### src/rtl/scan_mux_pkg.sv
// scan_mux_pkg
//   Shared definitions for the scan_mux display selector:
//   - mode input encoding (MODE_MANUAL / MODE_SCAN)
//   - controller state encoding (MANUAL / SCAN / HOLD)
//   - next_enabled(): rotating-priority search for the next enabled channel
package scan_mux_pkg;

  localparam logic MODE_MANUAL = 1'b0;
  localparam logic MODE_SCAN   = 1'b1;

  // The search below works on a fixed 16-bit mask so it can live in the
  // package independent of any one instance's CHANNELS value.
  localparam int MAX_CHANNELS = 16;

  typedef enum logic [1:0] {
    MANUAL = 2'd0,
    SCAN   = 2'd1,
    HOLD   = 2'd2
  } state_t;

  // Returns the first enabled channel strictly above cur (wrapping n-1 -> 0).
  // The last candidate examined is cur itself, so a lone enabled channel
  // maps onto itself. An all-zero mask returns cur unchanged.
  function automatic logic [3:0] next_enabled(input logic [15:0] en,
                                               input logic [3:0]  cur,
                                               input int          n);
    logic [3:0] res;
    logic       found;
    int         idx;
    res   = cur;
    found = 1'b0;
    for (int i = 1; i <= MAX_CHANNELS; i++) begin
      idx = int'(cur) + i;
      if (idx >= n) idx = idx - n;
      if (!found && (i <= n) && (idx < MAX_CHANNELS) && en[idx[3:0]]) begin
        res   = idx[3:0];
        found = 1'b1;
      end
    end
    return res;
  endfunction

endpackage

### src/rtl/scan_mux_if.sv
// scan_mux_if
//   Bundles the channel data, controls and display outputs of scan_mux.
//   master : drives data_in, sel, mode, freeze, ch_en; observes led, ch_out, ch_change
//   slave  : the selector itself (inputs/outputs reversed)
interface scan_mux_if #(
  parameter int WIDTH    = 8,
  parameter int CHANNELS = 4,
  parameter int SEL_W    = $clog2(CHANNELS)
);
  logic [CHANNELS*WIDTH-1:0] data_in;
  logic [SEL_W-1:0]          sel;
  logic                      mode;
  logic                      freeze;
  logic [CHANNELS-1:0]       ch_en;
  logic [WIDTH-1:0]          led;
  logic [SEL_W-1:0]          ch_out;
  logic                      ch_change;

  modport master (
    output data_in, sel, mode, freeze, ch_en,
    input  led, ch_out, ch_change
  );

  modport slave (
    input  data_in, sel, mode, freeze, ch_en,
    output led, ch_out, ch_change
  );
endinterface

### src/rtl/scan_mux_dwell_timer.sv
// scan_mux_dwell_timer
//   Dwell counter for auto-scan. Counts 0..DWELL-1 while enabled, wraps to 0.
//   clk, rst_n : clock, async active-low reset
//   en_i       : count this cycle
//   clr_i      : force the count to 0 (has priority over en_i)
//   tc_o       : high on an enabled cycle whose count is DWELL-1
module scan_mux_dwell_timer #(
  parameter int DWELL = 4,
  parameter int CNT_W = $clog2(DWELL + 1)
) (
  input  logic clk,
  input  logic rst_n,
  input  logic en_i,
  input  logic clr_i,
  output logic tc_o
);

  logic [CNT_W-1:0] cnt_q, cnt_d;

  assign tc_o = en_i && (cnt_q == CNT_W'(DWELL - 1));

  always_comb begin
    cnt_d = cnt_q;
    if (clr_i)     cnt_d = '0;
    else if (tc_o) cnt_d = '0;
    else if (en_i) cnt_d = cnt_q + 1'b1;
  end

  always_ff @(posedge clk or negedge rst_n) begin
    if (!rst_n) cnt_q <= '0;
    else        cnt_q <= cnt_d;
  end

endmodule

### src/rtl/scan_mux.sv
// scan_mux
//   Registered N:1 display selector with manual and auto-scan modes.
//   clk, rst_n : clock, async active-low reset
//   bus (slave): data_in/sel/mode/freeze/ch_en in; led/ch_out/ch_change out
//   led is the data of the channel that ch_out will show after the same edge,
//   so the two outputs are always consistent.
module scan_mux
  import scan_mux_pkg::*;
#(
  parameter int WIDTH    = 8,
  parameter int CHANNELS = 4,
  parameter int SEL_W    = $clog2(CHANNELS),
  parameter int DWELL    = 50_000_000
) (
  input  logic       clk,
  input  logic       rst_n,
  scan_mux_if.slave  bus
);

  state_t           state_q, state_d;
  logic [SEL_W-1:0] ch_out_q, ch_out_d;
  logic [WIDTH-1:0] led_q, led_d;
  logic             ch_change_q, ch_change_d;

  logic             tmr_en, tmr_clr, tmr_tc;
  logic             led_blank;
  logic [15:0]      en_pad;
  logic             sel_ok;
  logic [SEL_W-1:0] next_ch;
  logic [WIDTH-1:0] chan [CHANNELS];

  for (genvar gi = 0; gi < CHANNELS; gi++) begin : g_chan
    assign chan[gi] = bus.data_in[gi*WIDTH +: WIDTH];
  end

  assign en_pad  = 16'(bus.ch_en);
  assign sel_ok  = int'(bus.sel) < CHANNELS;
  assign next_ch = SEL_W'(next_enabled(en_pad, 4'(ch_out_q), CHANNELS));

  scan_mux_dwell_timer #(.DWELL(DWELL)) u_timer (
    .clk   (clk),
    .rst_n (rst_n),
    .en_i  (tmr_en),
    .clr_i (tmr_clr),
    .tc_o  (tmr_tc)
  );

  always_comb begin
    state_d   = state_q;
    ch_out_d  = ch_out_q;
    led_blank = 1'b0;
    tmr_en    = 1'b0;
    tmr_clr   = 1'b0;
    if (bus.mode == MODE_MANUAL) begin
      // mode=0 overrides freeze and any pending dwell expiry
      state_d = MANUAL;
      tmr_clr = 1'b1;
      if (sel_ok) ch_out_d = bus.sel;
    end else if (state_q == MANUAL) begin
      // entry edge: scanning starts from the channel already shown
      state_d = SCAN;
      tmr_clr = 1'b1;
    end else if (bus.freeze) begin
      // freeze beats a same-edge expiry; count stays where it is
      state_d = HOLD;
    end else begin
      state_d = SCAN;
      if (en_pad == 16'd0) begin
        tmr_clr   = 1'b1;
        led_blank = 1'b1;
      end else if (!en_pad[ch_out_q]) begin
        // current channel was just disabled: leave it without waiting
        tmr_clr  = 1'b1;
        ch_out_d = next_ch;
      end else begin
        tmr_en = 1'b1;
        if (tmr_tc) ch_out_d = next_ch;
      end
    end
    led_d       = led_blank ? '0 : chan[ch_out_d];
    ch_change_d = (ch_out_d != ch_out_q);
  end

  always_ff @(posedge clk or negedge rst_n) begin
    if (!rst_n) begin
      state_q     <= MANUAL;
      ch_out_q    <= '0;
      led_q       <= '0;
      ch_change_q <= 1'b0;
    end else begin
      state_q     <= state_d;
      ch_out_q    <= ch_out_d;
      led_q       <= led_d;
      ch_change_q <= ch_change_d;
    end
  end

  assign bus.led       = led_q;
  assign bus.ch_out    = ch_out_q;
  assign bus.ch_change = ch_change_q;

endmodule

### src/flat_wrapper.sv
// flat-port wrapper written by rule: the top's interface ports become plain ports
module scan_mux_flat import scan_mux_pkg::*;
#(
  parameter int WIDTH    = 8,
  parameter int CHANNELS = 4,
  parameter int SEL_W    = $clog2(CHANNELS),
  parameter int DWELL    = 50_000_000
)
  (clk, rst_n, bus_data_in, bus_sel, bus_mode, bus_freeze, bus_ch_en, bus_led, bus_ch_out, bus_ch_change);
  scan_mux_if #(.WIDTH(WIDTH), .CHANNELS(CHANNELS), .SEL_W(SEL_W)) bus_i ();
  input  logic clk;
  input  logic rst_n;
  input wire logic [$bits(bus_i.data_in)-1:0] bus_data_in;
  input wire logic [$bits(bus_i.sel)-1:0] bus_sel;
  input wire logic [$bits(bus_i.mode)-1:0] bus_mode;
  input wire logic [$bits(bus_i.freeze)-1:0] bus_freeze;
  input wire logic [$bits(bus_i.ch_en)-1:0] bus_ch_en;
  output wire logic [$bits(bus_i.led)-1:0] bus_led;
  output wire logic [$bits(bus_i.ch_out)-1:0] bus_ch_out;
  output wire logic [$bits(bus_i.ch_change)-1:0] bus_ch_change;
  assign bus_i.data_in = bus_data_in;
  assign bus_i.sel = bus_sel;
  assign bus_i.mode = bus_mode;
  assign bus_i.freeze = bus_freeze;
  assign bus_i.ch_en = bus_ch_en;
  assign bus_led = bus_i.led;
  assign bus_ch_out = bus_i.ch_out;
  assign bus_ch_change = bus_i.ch_change;
  scan_mux #(.WIDTH(WIDTH), .CHANNELS(CHANNELS), .SEL_W(SEL_W), .DWELL(DWELL)) u_core (.clk(clk), .rst_n(rst_n), .bus(bus_i));
endmodule
### config.mk
export PLATFORM = sky130hd
export DESIGN_NAME = scan_mux_flat
export DESIGN_NICKNAME = d
export VERILOG_FILES = /design/src/rtl/scan_mux_pkg.sv /design/src/rtl/scan_mux_if.sv /design/src/rtl/scan_mux_dwell_timer.sv /design/src/rtl/scan_mux.sv /design/src/flat_wrapper.sv
export SDC_FILE = /design/constraint.sdc
export NUM_CORES = 1
export LEC_CHECK = 0
export CAP_MARGIN = 20
export CORE_MARGIN = 2
export CORE_UTILIZATION = 45
export CTS_CLUSTER_SIZE = 25
export DETAILED_ROUTE_END_ITERATION = 6
export GPL_TIMING_DRIVEN = 0
export PLACE_DENSITY = 0.71
export SLEW_MARGIN = 20
export SYNTH_ARGS = -nofsm -noshare
export SYNTH_HDL_FRONTEND = slang
export SYNTH_SLANG_ARGS = --single-unit
### constraint.sdc
create_clock -name clk -period 4.1 [get_ports clk]
set_clock_uncertainty 0.05 [all_clocks]
set_input_delay 0.82 -clock clk [delete_from_list [all_inputs] [get_ports clk]]
set_output_delay 0.82 -clock clk [all_outputs]
set_load 0.02 [all_outputs]
# After elaboration in Yosys (flattened, before gate mapping)
# Index checks and enable logic that the tools add are counted.
[word_totals] reg_bits=39 memories=0 latchBits=0 in_bits=42 romBits=0 output_inout_bits=11 ramBits=0
[classes] n_reduce_logical=14 muxes=51 add_sub_neg=9 n_mul=0 order_cmp=14 div_mod_pow=0 bitwise=1 n_eq_ne=2 shifts=0
[ops] cell="32-bit by 4-bit greater-or-equal comparator with 1-bit output (second input constant)" n=4
[ops] cell="32-bit by 6-bit less-than comparator with 1-bit output (second input constant)" n=4
[ops] cell="32-bit two-way mux" n=4
[ops] cell="32-bit by 4-bit subtractor with 32-bit output (second input constant)" n=4
[ops] cell="26-bit two-way mux" n=3
[ops] cell="26-bit by 1-bit adder with 26-bit output (second input constant)" n=1
[ops] cell="26-bit equality test (second input constant)" n=1
[ops] cell="2-bit two-way mux" n=13
[ops] cell="8-bit two-way mux" n=3
[ops] cell="1-bit two-way mux" n=22
[ops] cell="4-bit by 5-bit less-than comparator with 1-bit output (second input constant)" n=4
[ops] cell="1-bit binary-select mux with 4-bit select" n=4
[ops] cell="8-bit binary-select mux with 2-bit select" n=1
[ops] cell="16-bit zero test" n=1
[ops] cell="1-bit logical AND" n=8
[ops] cell="2-bit by 2-bit adder with 3-bit output (second input constant)" n=2
[ops] cell="2-bit by 5-bit less-than comparator with 1-bit output (second input constant)" n=1
[ops] cell="2-bit by 3-bit adder with 4-bit output (second input constant)" n=1
[ops] cell="2-bit by 1-bit adder with 3-bit output (second input constant)" n=1
[ops] cell="3-bit greater-or-equal comparator (second input constant)" n=1
[ops] cell="1-bit zero test" n=3
[ops] cell="2-bit NOT with 3-bit output" n=1
[ops] cell="3-bit nonzero test" n=1
[ops] cell="1-bit binary-select mux with 2-bit select" n=1
[ops] cell="2 further kinds" n=2

# Longest topological paths before layout
[logic_depth] ltp_word=30 mapped_depth=14

# By module
# A second synthesis with hierarchy kept.
[unflattened] hier_cells=378 hier_area_um2=3294.4
[by_module_without_submodules] mod="scan_mux" n_inst=1 cells_per_inst=226 area_each_um2=1849.3
[by_module_without_submodules] mod="scan_mux_dwell_timer" n_inst=1 cells_per_inst=152 area_each_um2=1445.1

# Least setup slack after synthesis
# No wires, ideal clock.
[synth_timing] path_kind="register to register" from="reg u_core.ch_out_q[0], in the netlist u_core.bus.ch_out[0]" to="reg u_core.led_q[0], in the netlist u_core.bus.led[0]" t_required_ps=3911 period_less_slack_ps=3397 n_path_buf=4 t_arrival_ps=3208 setup_slack_ps=703 stages_incl_launch_ff=13 setup_time_ps=139 cell_sequence="dfrtp_1 buf_4 buf_1 inv_1 ha_1 clkbuf_1 mux4_2 a32oi_1 clkbuf_1 nand2b_1 mux2i_1 a221oi_1 o221ai_1"
[synth_between] elab_chain_len=30
[synth_rtl] item="from (decl)" line_no="scan_mux.sv:21" text="logic [SEL_W-1:0] ch_out_q, ch_out_d;"
[synth_rtl] item="from (signal assigned)" line_no="scan_mux.sv:92" text="ch_out_q <= ch_out_d;"
[synth_rtl] item="branches (longest 23 deep; another with 32-bit by 4-bit subtractor with 32-bit output)"
[synth_rtl] item="2-bit two-way mux (*)" line_no="scan_mux.sv:59" text="end else if (state_q == MANUAL) begin"
[synth_rtl] item="2-bit two-way mux (*)" line_no="scan_mux.sv:54" text="if (bus.mode == MODE_MANUAL) begin"
[synth_rtl] item="2-bit NOT with 3-bit output (implied by the code) (*)" line_no="scan_mux.sv:80" text="led_d = led_blank ? '0 : chan[ch_out_d];"
[synth_rtl] item="8-bit binary-select mux with 2-bit select (*)" line_no="scan_mux.sv:80"
[synth_rtl] item="8-bit two-way mux (implied by the code) (*) (2 in a row)" line_no="scan_mux.sv:80"
[synth_rtl] item="8-bit two-way mux (*)" line_no="scan_mux.sv:80"
[synth_rtl] item="named net u_core.led_d[0]" line_no="scan_mux.sv:22" text="logic [WIDTH-1:0] led_q, led_d;"
[synth_rtl] item="to (signal assigned)" line_no="scan_mux.sv:93" text="led_q <= led_d;"
[synth_rtl] item="to (decl)" line_no="scan_mux.sv:22"
# Mark *: on every way through the listed nets, which the timed path passes. The select of a mux whose other input is x is not followed.
# A chain may end at the register's enable or synchronous reset.

# Worst setup path in the final report
[layout_timing] from="reg u_core.ch_out_q[0], in the netlist u_core.bus.ch_out[0]" to="reg u_core.led_q[3], in the netlist u_core.bus.led[3]"
# The elaborated chain is that of the path after synthesis.

==> results by group <==
Run status
  – Outcome: complete, no violations

STA
  – RSZ-0062 raised after global routing: false
  – Setup violators final: 0
  – Slew margin rel.: 42.7%
  – Worst-Margin Slew: 0.836 ns
  – Final min period: 3.74 ns
  – FMAX: 267 MHz
  – Max-slew violations: 0
  – Hold Vio Cnt, Final: 0
  – Hold_ws: 0.349 ns
  – Fin crit share: between 90 and 100%

Global route
  – Largest net degree at the start of global routing: 30
  – First-pass GRT wire length: ~11,000 um
  – GR Util All Layers: 21.1%
  – Number of global-route vias before repair: 2,386
  – Gr ovfl total: 0
  – Initial antenna violation count: 0

Cells and area
  – Share of cells above drive strength 1: 9.14%
  – Final core utilization: 58.4%
  – Area grow syn2layout: 25.7%
  – Diodes inserted: 0
  – Most frequent cells in the layout: clkdlybuf4s50_1, dfrtp_1, nor2_1
  – # nets final: 408
  – Most common cell after layout, fill and taps aside: clkdlybuf4s50_1

Clock network
  – Clock root cell: clkbuf_8
  – Max Root-Sink Buffers: 2
  – Post-CTS Setup Inserts: 0
  – CTS tree: built
  – Num CTS Buffers: 5
  – Clock Sinks: 39
  – Hold_buf cts: 0
  – Clk slew on worst S/H paths: 0.08 ns
  – H-Tree Depth: 2
  – Clk Latency, worst-skew pair: 0.29 ns

Route
  – Number of vias per cell: 5.75
  – Initial DRC Count: 99
  – Via count: 2,507
  – Initial DRT Pass Iterations: 4
  – DR WL/cell: 15.5 um
  – Antenna Violating Nets Remaining: 0
  – DRC: 0
  – Final wirelength: 6740 um

Synthesis
  – Cells after Synth: 301
  – Yosys top cell by area: dfrtp_1
  – Cell Area, Synth: 2740 um^2
  – Post-synth top area share: 35.7%
  – Synth Warn #: 0
  – Ys async rst share: 100%
  – #FFs+latches synth: 39
  – Synth Net Count: 349
  – Mean post-synth cell area: 9.09 um^2
  – Primary FF master, synth: dfrtp_1
  – Seq/Total Area, Yosys: 35.7%
  – Cell variety after synth: between 40 and 50
  – Synth top area cells: dfrtp_1, xor2_1, nand4_1
  – Post-synth EDFFs: 0

Critical path
  – FF-to-FF path depth: 12
  – Crit path kind: reg -> reg
  – Worst EP arrival: 3.88 ns
  – Critical Path RT: roughly 4.2 ns
  – CP Launch Type: flop
  – Worst setup EP type: flop
  – Highest net fanout along the worst path: 10

Power and ir drop
  – Max VDD drop: 222 uV
  – Clock power frac: 20.3%
  – P_int: 0.000798 W
  – Power density over the cells: 361 nW/um^2
  – Logic pwr share: 44.1%
  – Sw Share: 35.8%
  – NetSw: 0.000445 W
  – Sequential share of power: 35.6%
  – P_leak: around 1.4 nW

Floorplanning
  – # rows: 28
  – Die height: 82.0 um
  – Initial Utilization: 46.5%
  – Top Ports: 53
  – Die ar.: 6720 um^2
  – Core Area: 5890 um^2
  – Die X: between 80 and 90 um

Flow run
  – Max_cap viols: 0

Worst hold path
  – Worst min path class: in -> async

Place
  – Number of port buffers: slightly above 50
  – Post-DP HPWL: around 5000 um
  – RD Place Congestion: 0.902
==> timing repair <==
item,CTS,global route
gates cloned,0,0
endpoints found under the setup margin,3,6
resized for setup,1,2
==> through the flow <==
stage	TNS (ns)	cell area, um^2	std cells	power [W]	setup slack, ns
final	0	3440	436	0.00124	0.357
after global routing	0	3440	436	0.00132	0.0660
after CTS	0	3440	436	0.00124	0.263
after detailed placement	-0.0264	3350	428	0.000992	-0.0178
after global placement	0	3340	427	0.000983	0.0490
after floorplan	0	2740	301	0.000793	0.703
==> path summary, 6_finish.rpt <==
kind	from	end	slack (ns)
worst max-delay path	u_core.bus.ch_out[0]	u_core.bus.led[3]	0.36
max in group asynchronous	rst_n	u_core.u_timer.cnt_q[1]	3.20
worst min-delay path	rst_n	u_core.u_timer.cnt_q[9]	0.35
worst max register to register	u_core.bus.ch_out[0]	u_core.bus.led[3]	0.36
worst min register to register	u_core.u_timer.cnt_q[1]	u_core.u_timer.cnt_q[1]	0.48
min in group clk	u_core.u_timer.cnt_q[1]	u_core.u_timer.cnt_q[1]	0.48
==> per-layer routing <==
metal | vias up | part of all wire (%) | GRT usage, %
met4 | 0 | 0.89 | 5.00
met1 | 1198 | 45 | 27.5
met3 | 7 | 4.5 | 3.52
met2 | 63 | 49 | 36.5
li1 | 1239 | - | -
met5 | - | 0 | 0
==> layout make-up <==
type	count	area, um^2
buffer	17	92.6
fill	527	2450
clock buffer	7	76.3
sequential	39	976
clock inverter	1	5.00
tap	75	93.8
timing repair buffer	52	526
inverter	8	30.0
multi-input combinational	237	1640
==> logic make-up after synthesis <==
group / Yosys count / share of synthesized area (%)
compound gates: 53 / 13.9
xor+xnor: 21 / 6.72
fa+ha+maj: 6 / 2.74
buf+inv: 25 / 4.39
flops: 39 / 35.7
mux: 26 / 11.8
simple gates: 131 / 24.8
==> worst max-delay path, stage by stage, from the launching register on <==
cell and delay (ns):
dfrtp_1 0.42, buf_4 0.21, buf_2 0.29, inv_1 0.14, ha_1 0.30, clkbuf_1 0.29
mux4_2 0.26, a32oi_1 0.12, clkbuf_2 0.23, nand2b_1 0.18, mux2i_1 0.66, a221oi_1 0.21
o221ai_1 0.27
==> state kept, by name (all words and copies together), names as in the netlist <==
signal                cells
u_core.bus.led            8
u_core.bus.ch_out         2
u_core.state_q            2
u_core.bus.ch_change      1
u_core.u_timer.cnt_q     26
==> synthesized netlist by cell type (all sizes together), types with 3 or more instances <==
cell and n:
dfrtp 39, nor2 30, nand2 24, nand4 21, xor2 18, nand3 16
o21ai 15, and3 13, mux2 13, clkbuf 11, mux2i 10, a21oi 8
a221oi 8, inv 8, o221ai 8, buf 6, ha 6, and2 5
nand2b 4, nor3 4, nor4 4, mux4 3, or3 3, xnor2 3
==> power groups by stage <==
stage | registers, W | clock network [W] | logic [W]
after floorplan | 0.000489 | 0 | 0.000303
after global placement | 0.000449 | 0 | 0.000534
after detailed placement | 0.000450 | 0 | 0.000542
after CTS | 0.000443 | 0.000256 | 0.000544
after global routing | 0.000447 | 0.000277 | 0.000595
final | 0.000442 | 0.000252 | 0.000548
Power figures use the tool's default switching activity.
